**src/rtl/regfile_wb_arbiter.sv**
```systemverilog
// regfile_wb_arbiter
// Write-back arbiter for the single write port of the 32x32 register file.
// Three requesters (0 = ALU, 1 = load, 2 = mul/div) compete for the port.
// One request is granted per cycle, and the winner is registered onto the port.
// Read-after-write hazards are flagged on both read ports.
//
// Configuration macro: RFARB_RR_EN
//   defined   -> round-robin arbitration starting at a 2-bit pointer
//   undefined -> fixed priority, req[0] > req[1] > req[2], no pointer
module regfile_wb_arbiter #(
    parameter int DW = 32,
    parameter int AW = 5
) (
    input  logic          i_clk,
    input  logic          i_clrn,
    input  logic [2:0]    i_req,
    input  logic [AW-1:0] i_wn0,
    input  logic [AW-1:0] i_wn1,
    input  logic [AW-1:0] i_wn2,
    input  logic [DW-1:0] i_d0,
    input  logic [DW-1:0] i_d1,
    input  logic [DW-1:0] i_d2,
    output logic [2:0]    o_gnt,
    input  logic [AW-1:0] i_rna,
    input  logic [AW-1:0] i_rnb,
    output logic          o_hz_a,
    output logic          o_hz_b,
    output logic [AW-1:0] o_rf_wn,
    output logic [DW-1:0] o_rf_data,
    output logic          o_rf_we
);

    logic [2:0]    w_gnt_raw;
    logic [2:0]    w_gnt;
    logic [AW-1:0] w_wn     [3];
    logic [DW-1:0] w_d      [3];
    logic [AW-1:0] w_wn_sel [3];
    logic [DW-1:0] w_d_sel  [3];
    logic [2:0]    w_hit_a;
    logic [2:0]    w_hit_b;
    logic [AW-1:0] w_win_wn;
    logic [DW-1:0] w_win_d;

    logic [AW-1:0] r_rf_wn;
    logic [DW-1:0] r_rf_data;
    logic          r_rf_we;

    assign w_wn[0] = i_wn0;
    assign w_wn[1] = i_wn1;
    assign w_wn[2] = i_wn2;
    assign w_d[0]  = i_d0;
    assign w_d[1]  = i_d1;
    assign w_d[2]  = i_d2;

`ifdef RFARB_RR_EN
    logic [1:0] r_ptr;

    // Round-robin: search starts at r_ptr and wraps 0 -> 1 -> 2 -> 0.
    always_comb begin
        w_gnt_raw = 3'b000;
        case (r_ptr)
            2'd1: begin
                if (i_req[1])      w_gnt_raw = 3'b010;
                else if (i_req[2]) w_gnt_raw = 3'b100;
                else if (i_req[0]) w_gnt_raw = 3'b001;
            end
            2'd2: begin
                if (i_req[2])      w_gnt_raw = 3'b100;
                else if (i_req[0]) w_gnt_raw = 3'b001;
                else if (i_req[1]) w_gnt_raw = 3'b010;
            end
            default: begin
                if (i_req[0])      w_gnt_raw = 3'b001;
                else if (i_req[1]) w_gnt_raw = 3'b010;
                else if (i_req[2]) w_gnt_raw = 3'b100;
            end
        endcase
    end

    // Pointer moves past the winner; r0 writes still count as a grant.
    always_ff @(posedge i_clk or negedge i_clrn) begin
        if (!i_clrn) begin
            r_ptr <= 2'd0;
        end else if (w_gnt[0]) begin
            r_ptr <= 2'd1;
        end else if (w_gnt[1]) begin
            r_ptr <= 2'd2;
        end else if (w_gnt[2]) begin
            r_ptr <= 2'd0;
        end
    end
`else
    // Fixed priority: lowest requester index wins.
    always_comb begin
        w_gnt_raw = 3'b000;
        if (i_req[0])      w_gnt_raw = 3'b001;
        else if (i_req[1]) w_gnt_raw = 3'b010;
        else if (i_req[2]) w_gnt_raw = 3'b100;
    end
`endif

    // No grant may be issued while reset is held.
    assign w_gnt = w_gnt_raw & {3{i_clrn}};
    assign o_gnt = w_gnt;

    // One-hot AND-OR mux of the winner, plus per-requester hazard matches.
    generate
        for (genvar gi = 0; gi < 3; gi++) begin : g_req
            assign w_wn_sel[gi] = w_gnt[gi] ? w_wn[gi] : '0;
            assign w_d_sel[gi]  = w_gnt[gi] ? w_d[gi]  : '0;
            assign w_hit_a[gi]  = i_req[gi] && (w_wn[gi] == i_rna);
            assign w_hit_b[gi]  = i_req[gi] && (w_wn[gi] == i_rnb);
        end
    endgenerate

    assign w_win_wn = w_wn_sel[0] | w_wn_sel[1] | w_wn_sel[2];
    assign w_win_d  = w_d_sel[0]  | w_d_sel[1]  | w_d_sel[2];

    // Write stage: register the winner; r0 targets are consumed without a write.
    always_ff @(posedge i_clk or negedge i_clrn) begin
        if (!i_clrn) begin
            r_rf_wn   <= '0;
            r_rf_data <= '0;
            r_rf_we   <= 1'b0;
        end else if (|w_gnt) begin
            r_rf_wn   <= w_win_wn;
            r_rf_data <= w_win_d;
            r_rf_we   <= (w_win_wn != '0);
        end else begin
            r_rf_we   <= 1'b0;
        end
    end

    assign o_rf_wn   = r_rf_wn;
    assign o_rf_data = r_rf_data;
    assign o_rf_we   = r_rf_we;

    // Hazard covers both pending requests and the registered write not yet in the regfile.
    assign o_hz_a = (i_rna != '0) && ((r_rf_we && (r_rf_wn == i_rna)) || (|w_hit_a));
    assign o_hz_b = (i_rnb != '0) && ((r_rf_we && (r_rf_wn == i_rnb)) || (|w_hit_b));

endmodule

```
**config.mk**
```make
export PLATFORM = sky130hd
export DESIGN_NAME = regfile_wb_arbiter
export DESIGN_NICKNAME = d
export VERILOG_FILES = /design/src/rtl/regfile_wb_arbiter.sv
export SDC_FILE = /design/constraint.sdc
export NUM_CORES = 1
export LEC_CHECK = 0
export BUFFER_PORTS_ARGS = -buffer_cell sky130_fd_sc_hd__buf_2
export CORE_MARGIN = 2
export CORE_UTILIZATION = 44
export DETAILED_ROUTE_END_ITERATION = 12
export MAX_ROUTING_LAYER = met4
export PLACE_DENSITY = 0.85
export SLEW_MARGIN = 10
export SYNTH_ARGS = -nofsm -noshare
export SYNTH_HDL_FRONTEND = slang
export SYNTH_SLANG_ARGS = --single-unit
```
**constraint.sdc**
```tcl
create_clock -name i_clk -period 2.9 [get_ports i_clk]
set_clock_uncertainty 0.05 [all_clocks]
set_input_delay 0.145 -clock i_clk [delete_from_list [all_inputs] [get_ports i_clk]]
set_output_delay 0.145 -clock i_clk [all_outputs]
set_load 0.1 [all_outputs]
```
; ---- Yosys cells after proc, flatten, opt, wreduce, memory -nomap -nowiden
; Index checks and enable logic that the tools add are counted.
[word_totals]
word_cells = 44
output_inout_bits = 43
reg_bits = 38
input_bits = 126
[op_classes]
bitwise_logic = 5
n_mux = 10
n_eq_ne = 8
reduce_logical = 18
[op_table]
columns = cell, count
row1 = 32-bit 2-to-1 mux, 3
row2 = 32-bit OR, 2
row3 = 5-bit equality test, 8
row4 = 5-bit 2-to-1 mux, 3
row5 = 5-bit nonzero test, 3
row6 = 1-bit logical AND, 10
row7 = 5-bit OR, 2
row8 = 3-bit 2-to-1 mux, 3
row9 = 3-bit OR reduction, 3
row10 = 3-bit bitwise AND, 1
row11 = 1-bit logical OR, 2
row12 = 1-bit 2-to-1 mux, 1

; ---- Longest topological paths before layout
; Gate-level depths: netlist of run 1.
[logic_depth]
word_depth = 9
depth_mapped = 6

; ---- Worst setup path after synthesis of run 1
; No wires, ideal clock.
[synth_timing]
kind = register to output
from = reg r_rf_wn[3], in the netlist o_rf_wn[3]
to = out o_hz_a
n_path_buf = 0
required_ns = 2.705
path_stages_with_launch = 6
arrival_ns = 2.344
slack_ns = 0.361
cell_sequence = dfrtp_1 -> xor2_1 -> nor4_1 -> nand3_1 -> nand4_1 -> o21a_1
[synth_via]
elab_chain_cells = 4
[synth_lines]
columns = element, line
row1 = "start, declared", 44  ; logic [AW-1:0] r_rf_wn;
row2 = "start signal, assigned", 126  ; r_rf_wn <= w_win_wn;
row3 = 5-bit equality test, 139  ; assign o_hz_a = (i_rna != '0) && ((r_rf_we && (r_rf_wn == i_rna)) || (|w_hit_a));
row4 = 1-bit logical AND, 139
row5 = 1-bit logical OR, 139
row6 = 1-bit logical AND, 139
row7 = "end, declared", 26  ; output logic o_hz_a,
; No other way between the ends.

; ---- Worst setup path in the final report of run 1
[layout_timing]
from = in i_clrn
to = out o_gnt[2]
[layout_via]
elab_chain_cells = 1
[layout_lines]
columns = element, line
row1 = "start, declared", 15  ; input logic i_clrn,
row2 = 3-bit bitwise AND, 103  ; assign w_gnt = w_gnt_raw & {3{i_clrn}};
row3 = "end, declared", 23  ; output logic [2:0] o_gnt,
; No other way between the ends.

==> run summary, run 1 <==
Worst setup SP type: primary input
antenna cells: 0
initial DRC count: 210
Initial Utilization: 45.4%
kind of critical path: primary input to output pin
first-pass GRT wire length: 11900 µm
drt pass-1 iters: 9
IO buf count: 168
dpl cells: 463
worst min path class: primary input to flip-flop
detailed placer's ending HPWL: 5840 µm
Comb power frac: 50.5%
Final nets: 527
RSZ-0062 raised after global routing: false
ranking of synthesized cells by area: dfrtp_1 (41%), a222oi_1 (16%), xor2_1 (12%)
GR peak layer: met2
CTS Buffer Depth: 2
met1 usage: 29.7%
P_leak: 1.67 nW
FMAX: 409 MHz
Final ANT Viol Nets: 0
# resized after CTS: 0
via/cell ratio: 5.63
area delta synth->final: 42.1%
Crit Path Max Fanout: 24
Worst-Margin Slew: 0.923 ns
Hold Startpoint: i_d2[23]
Finished Layout Cells: 472
sw frac: 50.4%
Worst-Skew Late Latency: 0.27 ns
ys async rst share: 100%
Total Routed Length: 7410 µm
area share of the largest cell type after synthesis: 41.0%
Synth top cells by count: dfrtp_1 (38), a222oi_1 (37), xor2_1 (32), nand2_1 (28)
sequential share of power: 30.2%
Final min period: 2.45 ns
final setup TNS: 0 ns
Max-Cap Viols: 0
data required time of the worst path: 2.71 ns
pin count of the biggest net entering global routing: 33
Yosys reg bits: 38
Fin. Hold Viols: 0
Mapped Cells: 246
R2R depth: 2
status: complete, no violations
initial antenna violation count: 0
count of clock tree sinks: 38
clock network fraction of total power: 19.3%
Die Width: 76.6 µm
reg-to-reg startpoint: o_rf_data[17]
Worst setup startpoint: i_clrn
TritonCTS buffer count: 5
Reg clk slew, reported paths: 0.07 ns
clock root buffer: clkbuf_8
Power Density: 674 mW/mm²
met3 Use GR: 4.50%
DRC violations left: 0
Boundary Pins: 169
register area share after synthesis: 41.0%
Slew Limit Fails: 0
Site Rows: 26
maximum vdd drop: 0.426 mV
synth unique cells: 23
relative slew slack: 38.1%
Syn Nets: 372
Syn Area/Cell: 9.42 µm²
CTS tree: yes
GPL Wtd Cong: 0.946
most instantiated library cell after synthesis: dfrtp_1
synthesized area: 0.00232 mm²
Vias: 2655
core area: 0.00511 mm²
Crit path arrival time: 2.25 ns
internal power: 1.10 mW
YS warnings: 0
fin crit share: 84.4%
Die ar.: 0.00586 mm²
routed wire length per instance: 15.7 µm
Die Ht: 76.6 µm
vias in the first global route: 2580
grt total ovfl: 0
setup bufs post-CTS: 0
total routing usage reported by global routing: 25.9%
Setup crit end kind: output pin
Hold Path Cell Cnt: 3
layout cell share with drive strength beyond 1: 45.5%
met2 usage: 44.2%
post-synth top area cell: dfrtp_1
Post-synth EDFFs: 0
final setup violation count: 0
H-tree depth: 2
sw power: 1.12 mW
Synth Flop Type: dfrtp_1
[metrics by stage]
step           instance area [µm²]  worst slack [ns]  util (%)  hold WS (ns)  total power, mW
2_1_floorplan                 2320             0.361         -        -0.201             1.55
3_3_place_gp                  3180             0.893      62.2       -0.0470             1.78
3_5_place_dp                  3180             0.792      62.2       -0.0496             1.80
4_1_cts                       3290             0.465      64.5        0.0197             2.23
5_1_grt                       3290             0.244      64.5        0.0289             2.31
6_report                      3290             0.452      64.5        0.0294             2.22
[path summary, 6_finish.rpt]
path	end	slack, ns
hold reg to reg	o_rf_data[23]	0.42
hold / removal	o_rf_data[23]	0.03
max in group asynchronous	o_rf_data[30]	1.94
min in group asynchronous	o_rf_wn[4]	0.21
setup reg to reg	o_rf_data[17]	2.12
setup / recovery	o_gnt[2]	0.45
[worst max-delay path, stage by stage]
cell,delay (ns)
dlygate4sd3_1,0.53
buf_2,0.23
and4bb_2,0.51
buf_4,0.34
buf_2,0.48
[final cells by class]
| cell class | instances | area [µm²] |
|---|---|---|
| tap | 70 | 87.6 |
| clock buffer | 7 | 76.3 |
| fill | 417 | 1810 |
| sequential | 38 | 951 |
| multi-input combinational | 180 | 1210 |
| timing repair buffer | 176 | 933 |
| clock inverter | 1 | 30.0 |
[layer usage]
layer | wire length (µm) | share of wire (%)
met1 | 2850 | 38
met2 | 3730 | 50
met3 | 627 | 8.5
met4 | 200 | 2.7
met5 | 0 | 0
[power groups by stage]
stage                     Combinational (mW)  Sequential [mW]  Clock (mW)
after CTS                               1.12            0.670       0.436
after global routing                    1.17            0.681       0.460
final                                   1.12            0.671       0.428
after global placement                  1.11            0.677           0
after detailed placement                1.12            0.679           0
after floorplan                        0.245             1.30           0
[registers in the layout (all words and copies together) (netlist names)]
| register | cells |
|---|---|
| o_rf_data | 32 |
| o_rf_wn | 5 |
| o_rf_we | 1 |
[cell families after synthesis]
group                     after synthesis  synth area share (%)
and+or+nand+nor                        78                  15.5
AOI/OAI and AO/OA                      62                  21.6
xor gates and xnor gates               40                  15.1
DFF                                    38                  41.0
buffers and inverters                  28                  6.75
[placed cells by master (no fill, tap or decap), types with 2 or more instances in the layout]
cell | netlist | layout
or4_1 | 2 | 2
dfrtp_1 | 38 | 38
nand4_1 | 2 | 2
nor4_1 | 8 | 8
buf_2 | 8 | 166
nor2_1 | 23 | 23
xnor2_1 | 8 | 8
a21oi_1 | 23 | 23
xor2_1 | 32 | 32
clkbuf_1 | 12 | 2
a222oi_1 | 37 | 37
nand3_1 | 9 | 9
buf_4 | 1 | 7
clkbuf_8 | 0 | 5
o21a_1 | 2 | 2
nand2_1 | 28 | 28
buf_12 | 0 | 2
[repair_timing]
| action | 4_1_cts | 5_1_grt |
|---|---|---|
| hold buffers | 1 | 0 |
| hold endpoints to repair | 6 | 0 |
| endpoints found under the setup margin | 0 | 0 |
Note: power is estimated with default switching activity, not from simulation.
==> inputs of run 2 (changes only) <==
--- a/config.mk
+++ b/config.mk
@@ -7,10 +7,10 @@
 export LEC_CHECK = 0
 export BUFFER_PORTS_ARGS = -buffer_cell sky130_fd_sc_hd__buf_2
 export CORE_MARGIN = 2
-export CORE_UTILIZATION = 44
+export CORE_UTILIZATION = 37
 export DETAILED_ROUTE_END_ITERATION = 12
 export MAX_ROUTING_LAYER = met4
-export PLACE_DENSITY = 0.85
+export PLACE_DENSITY = 0.76
 export SLEW_MARGIN = 10
 export SYNTH_ARGS = -nofsm -noshare
 export SYNTH_HDL_FRONTEND = slang
==> constraint.sdc (replaced) <==
create_clock -name i_clk -period 2 [get_ports i_clk]
set_clock_uncertainty 0.05 [all_clocks]
set_input_delay 0.1 -clock i_clk [delete_from_list [all_inputs] [get_ports i_clk]]
set_output_delay 0.1 -clock i_clk [all_outputs]
set_load 0.1 [all_outputs]
==> run summary, run 2 (same netlist as run 1, synthesis figures left out) <==
status: complete, no violations
vias in the first global route: 2831
Slew Limit Fails: 0
worst min path class: primary input to flip-flop
routed wire length per instance: 17.4 µm
Worst setup SP type: flip-flop
Reg clk slew, reported paths: 0.08 ns
RSZ-0062 raised after global routing: true
fin util: 58.9%
commonest cells after routing, fill and taps aside: buf_2 (163), a222oi_1 (37), dfrtp_1 (33), xor2_1 (31), nand2_1 (28)
grt total ovfl: 0
commonest non-fill, non-tap cell in the layout: buf_2
area delta synth->final: 52.3%
kind of critical path: flip-flop to output pin
CTS Buffer Depth: 2
GR peak layer: met2
maximum vdd drop: 0.519 mV
Vias: 2792
Hold Slack: 0.00258 ns
max reg flops: 32
total routing usage reported by global routing: 25.1%
GPL Wtd Cong: 0.918
fin crit share: 99.4%
final setup violation count: 0
via/cell ratio: 5.64
IO buf count: 168
Register Area: 957 µm²
final instance area: 0.00353 mm²
count of clock tree sinks: 38
FMAX: 503 MHz
Initial Utilization: 38.7%
pin count of the biggest net entering global routing: 47
Area after DPL: 0.00325 mm²
clock root buffer: clkbuf_8
Max-Cap Viols: 0
met2 usage: 42.6%
Power Density: 914 mW/mm²
multi-input combinational cell area: 0.00123 mm²
drt pass-1 iters: 10
Die Ht: 83.1 µm
Fin. Hold Viols: 0
Crit path arrival time: 1.84 ns
Worst-Margin Slew: 0.530 ns
TritonCTS buffer count: 5
P_leak: 1.74 nW
relative slew slack: 64.4%
Boundary Pins: 169
# fillers: 509
met1 usage: 28.8%
H-tree depth: 2
CTS tree: yes
Crit Path Max Fanout: 3
Die Width: 83.1 µm
antenna cells: 0
layout cell share with drive strength beyond 1: 46.9%
met3 Use GR: 6.06%
detailed placer's ending HPWL: 6270 µm
Die ar.: 0.00691 mm²
Final nets: 545
core area: 0.00599 mm²
Worst-Skew Late Latency: 0.28 ns
Final min period: 1.99 ns
DRC violations left: 0
initial antenna violation count: 0
initial DRC count: 245
Setup crit end kind: output pin
Final ANT Viol Nets: 0
first-pass GRT wire length: 13700 µm
Total Routed Length: 8610 µm
Site Rows: 28
data required time of the worst path: 1.85 ns
## run 2: worst paths after layout
| path | end | slack (ns) | startpoint | depth (start not counted) |
|---|---|---|---|---|
| max | o_hz_a | 0.01 | o_rf_wn[1] | 6 |
| min | o_rf_data[13] | 0.003 | i_d1[13] | 3 |
| max reg2reg | o_rf_wn[1] | 1.11 | o_rf_wn[1] | 3 |
| min reg2reg | o_rf_data[21] | 0.43 | o_rf_data[21] | 2 |
| max in group asynchronous | o_rf_wn[1] | 0.98 | i_clrn | 3 |
| min in group asynchronous | o_rf_wn[3] | 0.21 | i_clrn | 2 |
## run 2: repair_timing
item,4_1_cts,5_1_grt
setup endpoints to repair,1,1
pin swaps,0,3
setup buffers,0,1
hold endpoints to repair,47,0
gates resized for setup,1,1
hold buffers,16,0
## run 2: worst max-delay path: stages, from the launching register on
cell and delay [ns]:
dfrtp_2 0.44, xor2_2 0.16, nor4_2 0.38, nand3_1 0.13, nand4_1 0.10, o21a_2 0.16, buf_12 0.17
## run 2: power by group
group          switching, mW  internal, mW
combinational           1.32         0.379
clock                  0.271         0.277
sequential            0.0843         0.894
total                   1.67          1.55
## run 2: per-layer routing
layer,vias to the layer above,part of all wire (%)
met5,-,0
met4,0,3.4
met3,22,8.8
met2,179,50
met1,1317,38
li1,1274,-
## run 2: area by class of cell
type | count | share of cell area [%]
tap | 75 | 2.66
clock inverter | 2 | 0.355
timing repair buffer | 194 | 32.6
clock buffer | 6 | 2.34
sequential | 38 | 27.1
multi-input combinational | 180 | 34.9
## run 2: metrics by stage
step	instances	setup TNS [ns]	power [mW]	worst slack [ns]
detailed placement	470	0	2.64	0.267
CTS	494	0	3.22	0.0210
floorplan	246	0	2.24	0.0206
finish	495	0	3.22	0.0122
global route	495	-0.0161	3.36	-0.0161
global placement	470	0	2.62	0.325
